==> config.mk <==
export PLATFORM = sky130hd
export DESIGN_NAME = mem_wait_ctrl
export DESIGN_NICKNAME = d
export VERILOG_FILES = /design/src/rtl/mem_wait_ctrl.sv
export SDC_FILE = /design/constraint.sdc
export NUM_CORES = 1
export LEC_CHECK = 0
export CORE_ASPECT_RATIO = 0.7
export CORE_MARGIN = 4
export CORE_UTILIZATION = 56
export CTS_CLUSTER_SIZE = 12
export DETAILED_ROUTE_END_ITERATION = 8
export DONT_BUFFER_PORTS = 1
export PLACE_DENSITY = 0.86
export SYNTH_ARGS = -nofsm -noshare
export SYNTH_HDL_FRONTEND = slang
export SYNTH_SLANG_ARGS = --single-unit
==> constraint.sdc <==
create_clock -name clk -period 3.8 [get_ports clk]
set_input_delay 0.38 -clock clk [delete_from_list [all_inputs] [get_ports clk]]
set_output_delay 0.38 -clock clk [all_outputs]
set_load 0.05 [all_outputs]
==> src/rtl/mem_wait_ctrl.sv <==
// Wait-state controller for the memory bus: decodes on-chip / IO / off-chip
// regions, counts programmable wait states and exposes a 12-byte config window.
module mem_wait_ctrl #(
  parameter logic [31:0] CFG_BASE = 32'h1A10FFF4,
  parameter int unsigned CNT_W    = 32
) (
  input  logic        clk,
  input  logic        rst,
  input  logic        mem_read,
  input  logic        mem_write,
  input  logic [31:0] mem_addr,
  input  logic [7:0]  mem_wdata,
  input  logic        ext_ready,
  output logic        mem_ready,
  output logic        bus_err,
  output logic [1:0]  region,
  output logic        busy
);

  typedef enum logic [1:0] {IDLE, WAIT, DONE} state_t;

  localparam logic [1:0] REG_ON  = 2'b00;
  localparam logic [1:0] REG_IO  = 2'b01;
  localparam logic [1:0] REG_OFF = 2'b10;

  state_t           state, state_nx;
  logic [CNT_W-1:0] cnt;
  logic [CNT_W-1:0] limit;
  logic [1:0]       region_q;
  logic [7:0]       io_ws;
  logic [CNT_W-1:0] on_ws;
  logic [CNT_W-1:0] off_ws;

  logic             strobe;
  logic             is_io;
  logic             is_off;
  logic [1:0]       dec_region;
  logic [31:0]      cfg_off;
  logic             cfg_wr;

  assign strobe     = mem_read | mem_write;
  assign is_io      = (mem_addr[31:20] == 12'h1A1) && (mem_addr[19:17] == 3'b000);
  assign is_off     = (mem_addr[31:12] != 20'h0) && !is_io;
  assign dec_region = is_io ? REG_IO : (is_off ? REG_OFF : REG_ON);
  assign cfg_off    = mem_addr - CFG_BASE;
  assign cfg_wr     = mem_ready & mem_write;

  assign region = region_q;
  assign busy   = (state != IDLE);

  always_comb begin
    state_nx  = state;
    mem_ready = 1'b0;
    bus_err   = 1'b0;
    case (state)
      IDLE: if (strobe) state_nx = WAIT;
      WAIT: begin
        if (!strobe) begin
          state_nx = IDLE;
        end else if (region_q == REG_OFF) begin
          // ext_ready wins over the timeout when both land in the same cycle
          if (ext_ready) begin
            mem_ready = 1'b1;
            state_nx  = DONE;
          end else if (cnt == limit) begin
            mem_ready = 1'b1;
            bus_err   = 1'b1;
            state_nx  = DONE;
          end
        end else if (cnt == limit) begin
          mem_ready = 1'b1;
          state_nx  = DONE;
        end
      end
      DONE: if (!strobe) state_nx = IDLE;
      default: state_nx = IDLE;
    endcase
  end

  always_ff @(posedge clk or posedge rst) begin
    if (rst) begin
      state    <= IDLE;
      cnt      <= '0;
      limit    <= '0;
      region_q <= REG_ON;
    end else begin
      state <= state_nx;
      if (state == IDLE) begin
        if (strobe) begin
          region_q <= dec_region;
          cnt      <= '0;
          case (dec_region)
            REG_IO:  limit <= CNT_W'(io_ws);
            REG_OFF: limit <= off_ws;
            default: limit <= on_ws;
          endcase
        end
      end else if (state == WAIT) begin
        if (cnt != '1) cnt <= cnt + 1'b1;
      end
    end
  end

  // Byte lanes beyond bit 31 are not addressable through the window.
  always_ff @(posedge clk or posedge rst) begin
    if (rst) begin
      io_ws  <= 8'h05;
      on_ws  <= CNT_W'(32'h200);
      off_ws <= CNT_W'(32'h3FFF);
    end else if (cfg_wr) begin
      if (cfg_off == 32'd0) io_ws <= mem_wdata;
      for (int unsigned i = 0; i < CNT_W; i++) begin
        if ((i < 32) && (cfg_off == 32'(4 + i / 8))) on_ws[i]  <= mem_wdata[3'(i % 8)];
        if ((i < 32) && (cfg_off == 32'(8 + i / 8))) off_ws[i] <= mem_wdata[3'(i % 8)];
      end
    end
  end

endmodule

==> results of run 1 <==
==> per-layer routing <==
metal  wire [um]  vias to the layer above  GRT usage (%)  share of wire, %
met5           0                        -              0                 0
met4         396                        0           8.06               2.1
met3        2060                       54           8.97                11
met2        8110                      315           35.5                43
met1        8450                     2722           37.0                44
li1            -                     2459              -                 -
==> final timing paths <==
path,start,to,depth (start not counted)
worst max-delay path,cnt[12],on_ws[31],7
worst min-delay path,rst,cnt[4],2
worst max register to register,cnt[12],on_ws[31],7
worst min register to register,on_ws[3],on_ws[3],1
max in group asynchronous,rst,on_ws[30],2
min in group clk,mem_wdata[6],on_ws[6],1
==> worst reg2reg max path: stages, from the launching register on <==
cell and delay (ns):
dfrtp_1 0.46, xor2_1 0.19, nor4_1 0.36, nand4_1 0.25, nor4_4 0.43, o2111ai_2 0.28, or4_1 0.85, mux2_4 0.40
==> area by class of cell <==
type	count	area [um2]
Fill cell	955	4570
Timing Repair Buffer	9	80.1
Inverter	9	37.5
Sequential cell	140	3520
Multi-Input combinational cell	492	3670
Clock buffer	17	425
Tap cell	162	203
Clock inverter	15	164
==> cells by family (layout without fill, tap and decap cells) <==
| logic type | count (synthesis) | count (layout) | synth area share, % |
|---|---|---|---|
| multiplexers | 73 | 73 | 13.5 |
| flip-flops | 140 | 140 | 47.6 |
| AO/OA/AOI/OAI | 97 | 97 | 9.95 |
| buffers and inverters | 41 | 50 | 2.97 |
| adder cells (fa/ha/maj) | 1 | 1 | 0.169 |
| XOR/XNOR | 55 | 55 | 6.51 |
| AND/OR/NAND/NOR | 266 | 266 | 19.3 |
==> metrics by stage <==
| step | util (%) | power, mW | setup WS (ns) |
|---|---|---|---|
| 2_1_floorplan | - | 2.56 | 0.291 |
| 3_5_place_dp | 59.3 | 2.83 | 0.460 |
| 3_3_place_gp | 59.3 | 2.78 | 0.539 |
| 5_1_grt | 64.0 | 4.70 | 0.357 |
| 4_1_cts | 64.0 | 4.49 | 0.504 |
| 6_report | 64.0 | 4.49 | 0.461 |
==> flip-flops by register name, indices dropped and copies added, names as in the netlist <==
signal and count:
cnt 32, io_ws 8, limit 32, off_ws 32, on_ws 32, region 2
state 2
==> placed cells by master, fill, tap and decap left out, types with 9 or more instances in the layout <==
cell type  instances
dfrtp_1          123
nor2_1            97
mux2_4            48
xor2_1            44
nand2_1           37
a221oi_1          26
nand3_1           18
clkbuf_16         17
dfstp_2           17
mux2_1            16
o21ai_0           12
nor4_1            11
xnor2_1           11
nand4_1           10
nor3_1            10
a21oi_1           10
or4_1             10
or3_1              9
a31oi_1            9
a22oi_1            9
==> power by group <==
group	internal (mW)	switching [mW]	leakage, nW	total (mW)
clock network	0.974	0.676	0.273	1.65
registers	1.70	0.205	1.83	1.90
logic	0.334	0.600	1.61	0.934
total	3.01	1.48	3.71	4.49
==> metrics.md, run 1 <==
| Metric | Value |
|---|---|
| First-pass GRT wire length | `30100 um` |
| Synth cell count leaders | `dfrtp_1, nor2_1, mux2_4, xor2_1, nand2_1` |
| Hold_ws | `0.0324 ns` |
| Max stage delay on crit path | `roughly 0.85 ns` |
| P per Cell Area | `roughly 550 nW/um2` |
| 1st-pass router iterations | `6` |
| Hpwl dp | `roughly 13000 um` |
| Share of flip-flops with an asynchronous set or reset | `100%` |
| Number of clock buffers inserted by TritonCTS | `17` |
| Antenna cell count | `0` |
| Placed cell count | `812` |
| Ports | `50` |
| Critical-path top delay cell | `or4_1` |
| Vias in the first global route | `5331` |
| Area delta synth->final | `9.53%` |
| Synth top area share | `41.6%` |
| Avg Cell Area, Syn | `11.0 um2` |
| Die width | `~150 um` |
| Data required, critical path | `4.11 ns` |
| Period minus WS final | `3.34 ns` |
| Status | `complete, no violations` |
| Vias per inst | `about 6.6` |
| Initial antenna violation count | `0` |
| Placed cell area | `7520 um2` |
| Crit path buf inv count | `0` |
| Site Rows | `34` |
| Initial core utilization | `58.4%` |
| Clock Sinks | `140` |
| Maxcap violations | `0` |
| Cts hold-fix bufs | `0` |
| Dominant cell type by area after synthesis | `dfrtp_1` |
| Root Buffer | `clkbuf_16` |
| Core Box Area | `12700 um2` |
| Main flop type after synthesis | `dfrtp_1` |
| Final hold vios | `0` |
| I/O Buffers | `0` |
| Delay-heaviest family, CP | `simple AND/OR/NAND/NOR gates` |
| Critical-path maximum fanout | `8` |
| Pin count of the biggest net entering global routing | `141` |
| Leak pwr | `between 3 and 4 nW` |
| Skew-Pair Late Insertion Delay | `approximately 0.43 ns` |
| Clock Pin Slew Worst Setup and Hold Paths | `around 0.060 ns` |
| Ys Warns | `0` |
| Seq/Total Area, Yosys | `between 40% and 50%` |
| WL/cell | `between 20 and 25 um` |
| Max Root-Sink Buffers | `2` |
| Clk_skew | `0.0121 ns` |
| Setup repair bufs after CTS | `0` |
| Critical path arrival | `3.64 ns` |
| WL final | `19000 um` |
| Iteration-0 DRC Markers | `790` |
| Final Instance Area | `between 8000 and 9000 um2` |
| Non-Filler Instances | `844` |
| Top-count cell post-synth | `dfrtp_1` |
| Post-synth EDFFs | `0` |
| Tcrit/Tclk final | `87.9%` |
| Max frequency | `300 MHz` |
| Total Die Area | `between 15000 and 20000 um2` |
| Detail Route Antenna Nets | `0` |
| DRC viols | `0` |
| RSZ-0062 raised after global routing | `no` |
| Least-Margin Pin Slew | `1.33 ns` |
| Post-CTS sizing | `0` |
| Net count, final | `about 720` |
| Mapped Cells | `673` |
| CP endpoint kind | `flip-flop` |
| Chip height | `104 um` |
| R2R setup slack | `0.46 ns` |
| Count of final max-slew check failures | `0` |
| Crit-path cells | `xor2_1 -> nor4_1 -> nand4_1 -> nor4_4 -> o2111ai_2 -> or4_1 -> mux2_4` |
| Total GRT Usage | `25.4%` |
| Netlist cell types | `70` |
| Final setup viols | `0` |
| Hold Crit Class | `in -> async` |
| Routed vias | `~5600` |
| Number of synthesized register bits | `140` |
| Layout cell share with drive strength beyond 1 | `21.1%` |
| Syn Nets | `719` |
| H-tree depth | `4` |
| TritonCTS clock tree | `done` |
| Critical Path Start Type | `flip-flop` |
| Max VDD drop | `between 0.0003 and 0.0004 V` |
| Routability cong. | `~0.94` |
| Relative slew margins | `a little under an eighth` |
| TNS Setup | `0 ns` |
| GRT overflow | `0` |
| Worst setup path class | `reg -> reg` |
| Mapped cell area | `7400 um2` |
| Top cells by area, synth | `dfrtp_1, mux2_4, dfstp_2, xor2_1, nor2_1` |
Note: power is estimated with default switching activity, not from simulation.
==> run 2: changes to the inputs <==
Settings changed: HOLD_SLACK_MARGIN set to 0.08.
==> run 2 against run 1 <==
  * Sequential share of layout area down 0.32 points
  * Count of clock-buffer cells in the layout unchanged
  * Sequential power about the same
  * Global-route usage up 0.19 points
  * Combinational power up 0.4%
  * First-iteration DRC count down 7.8%
  * Utilization up 0.47 points
  * Total power up 0.21%
  * Cell area up 0.74%
  * Critical path depth unchanged
  * Hold slack better by 0.057 ns
  * Largest power group unchanged
  * Highest routed layer unchanged
==> metrics.md, run 2 (synthesis results as in run 1) <==
| Metric | Value |
|---|---|
| Reg-to-reg critical path endpoint | `on_ws[31]` |
| Critical Path Start Type | `flip-flop` |
| Max VDD drop | `0.000328 V (+0.33%)` |
| Relative slew margins | `11.5% (+0.066 points)` |
| Crit-path cells | `xor2_1 -> nor4_1 -> nand4_1 -> nor4_4 -> o2111ai_2 -> or4_1 -> mux2_4` |
| Iteration-0 DRC Markers | `728 (-7.8%)` |
| Count of final max-slew check failures | `0 (unchanged)` |
| Core Box Area | `12700 um2 (unchanged)` |
| Most common cell after layout, fill and taps aside | `dfrtp_1` |
| Post-CTS sizing | `0 (unchanged)` |
| Commonest non-fill, non-tap cells in the layout | `dfrtp_1, nor2_1, mux2_4` |
| Die width | `145 um (unchanged)` |
| CP endpoint kind | `flip-flop` |
| Period minus WS final | `3.34 ns (+0.00449 ns)` |
| WL/cell | `22.6 um (+0.22%)` |
| TritonCTS clock tree | `done` |
| First-pass GRT wire length | `30300 um (+0.64%)` |
| Non-Filler Instances | `850 (+0.71%)` |
| Overall Power | `4.50 mW (+0.21%)` |
| Max Root-Sink Buffers | `2 (unchanged)` |
| Routability cong. | `0.943 (unchanged)` |
| Total Die Area | `15200 um2 (unchanged)` |
| Final hold vios | `0 (unchanged)` |
| Initial antenna violation count | `0 (unchanged)` |
| Chip height | `104 um (unchanged)` |
| Setup repair bufs after CTS | `0 (unchanged)` |
| Critical path arrival | `3.65 ns (about the same)` |
| Placed cell count | `812 (unchanged)` |
| Data required, critical path | `4.11 ns (about the same)` |
| R2R setup slack | `0.46 ns (about the same)` |
| Worst setup path class | `reg -> reg` |
| WL final | `19200 um (+0.94%)` |
| Hold path cells | `1` |
| Final setup viols | `0 (unchanged)` |
| Critical-path maximum fanout | `8 (unchanged)` |
| Total GRT Usage | `25.6% (+0.19 points)` |
| Clk_skew | `0.0107 ns (-0.00139 ns)` |
| Leak pwr | `3.73 nW (+0.68%)` |
| Tcrit/Tclk final | `88.0% (+0.12 points)` |
| Site Rows | `34 (unchanged)` |
| Root Buffer | `clkbuf_16` |
| Least-Margin Pin Slew | `1.33 ns (-0.000987 ns)` |
| Clock Sinks | `140 (unchanged)` |
| Net count, final | `721 (+0.84%)` |
| Reg2reg path depth | `7 (unchanged)` |
| GRT overflow | `0 (unchanged)` |
| Hold Path End | `on_ws[4]` |
| Area delta synth->final | `10.3%` |
| Antenna cell count | `0 (unchanged)` |
| DRC viols | `0 (unchanged)` |
| 1st-pass router iterations | `6 (unchanged)` |
| Status | `complete, no violations` |
| P per Cell Area | `550 nW/um2 (-0.53%)` |
| RSZ-0062 raised after global routing | `no` |
| Cts hold-fix bufs | `4 (+4)` |
| Hpwl dp | `13200 um (unchanged)` |
| Reg-to-reg startpoint | `cnt[12]` |
| Maxcap violations | `0 (unchanged)` |
| Skew-Pair Late Insertion Delay | `0.43 ns (about the same)` |
| Detail Route Antenna Nets | `0 (unchanged)` |
| Number of clock buffers inserted by TritonCTS | `17 (unchanged)` |
| I/O Buffers | `0 (unchanged)` |
| Routed vias | `5566 (+0.29%)` |
| H-tree depth | `4 (unchanged)` |
| Critical-path top delay cell | `or4_1` |
| Max stage delay on crit path | `0.85 ns (about the same)` |
| TNS Setup | `0 ns (unchanged)` |
| Clock Pin Slew Worst Setup and Hold Paths | `0.06 ns (about the same)` |
| Pin count of the biggest net entering global routing | `141 (unchanged)` |
| Fin worst setup slack | `0.457 ns (-0.00449 ns)` |
| Vias per inst | `6.55 (-0.42%)` |
| Initial core utilization | `58.4% (unchanged)` |
| Ports | `50 (unchanged)` |
| Hold Crit Class | `in -> reg` |
| Worst slack at placement | `0.460 ns (unchanged)` |
| Hold_ws | `0.0896 ns (+0.0572 ns)` |
| Layout cell share with drive strength beyond 1 | `20.9% (-0.18 points)` |
| Hold wc startpoint | `mem_wdata[4]` |
| Max frequency | `299 MHz (-0.13%)` |
| Vias in the first global route | `5367 (+0.68%)` |
==> run 2: changes by cell type in the layout (fill, tap and decap cells not counted) <==
| cell | before | now |
|---|---|---|
| dlygate4sd3_1 | 0 | 6 |
==> run 2: worst max path at each step <==
stage	cells after the start	slack [ns]	end	startpoint
global placement	7	0.54	on_ws[24]	mem_addr[7]
global route	7	0.36	on_ws[27]	cnt[12]
finish	7	0.46	on_ws[31]	cnt[12]
CTS	7	0.50	on_ws[31]	cnt[12]
detailed placement	7	0.46	on_ws[28]	mem_addr[7]
floorplan	5	0.29	bus_err	cnt[14]
==> run 2: cell type report <==
cell class	count	area (um2)
fill	948	4510
tap	162	203
multi-input combinational	492	3670
sequential	140	3520
timing repair buffer	15	140
inverter	9	37.5
clock inverter	15	164
clock buffer	17	425
==> run 2: metrics by stage <==
step | util [%] | area (um2)
global route | 64.4 | 8170
detailed placement | 59.3 | 7520
global placement | 59.3 | 7520
CTS | 64.3 | 8150
floorplan | - | 7410
finish | 64.4 | 8170
==> run 2: worst max-delay path, delay by kind of cell (launching register included) <==
family	cells	cell delay [ns]
and+or+nand+nor	4	1.89
DFF	1	0.46
muxes	1	0.40
AOI/OAI and AO/OA	1	0.27
xor gates and xnor gates	1	0.19
==> run 2: routing by layer <==
layer  vias to the layer above  part of all wire (%)  global-route usage [%]
met5                         -                     0                       0
met4                         0                   1.9                    8.13
met3                        53                    11                    9.06
met2                       302                    43                    35.9
met1                      2752                    45                    37.2
li1                       2459                     -                       -
==> run 2: power breakdown <==
part	switching, mW	internal, mW
Clock	0.680	0.974
Sequential	0.206	1.70
Combinational	0.599	0.338
Total	1.49	3.01
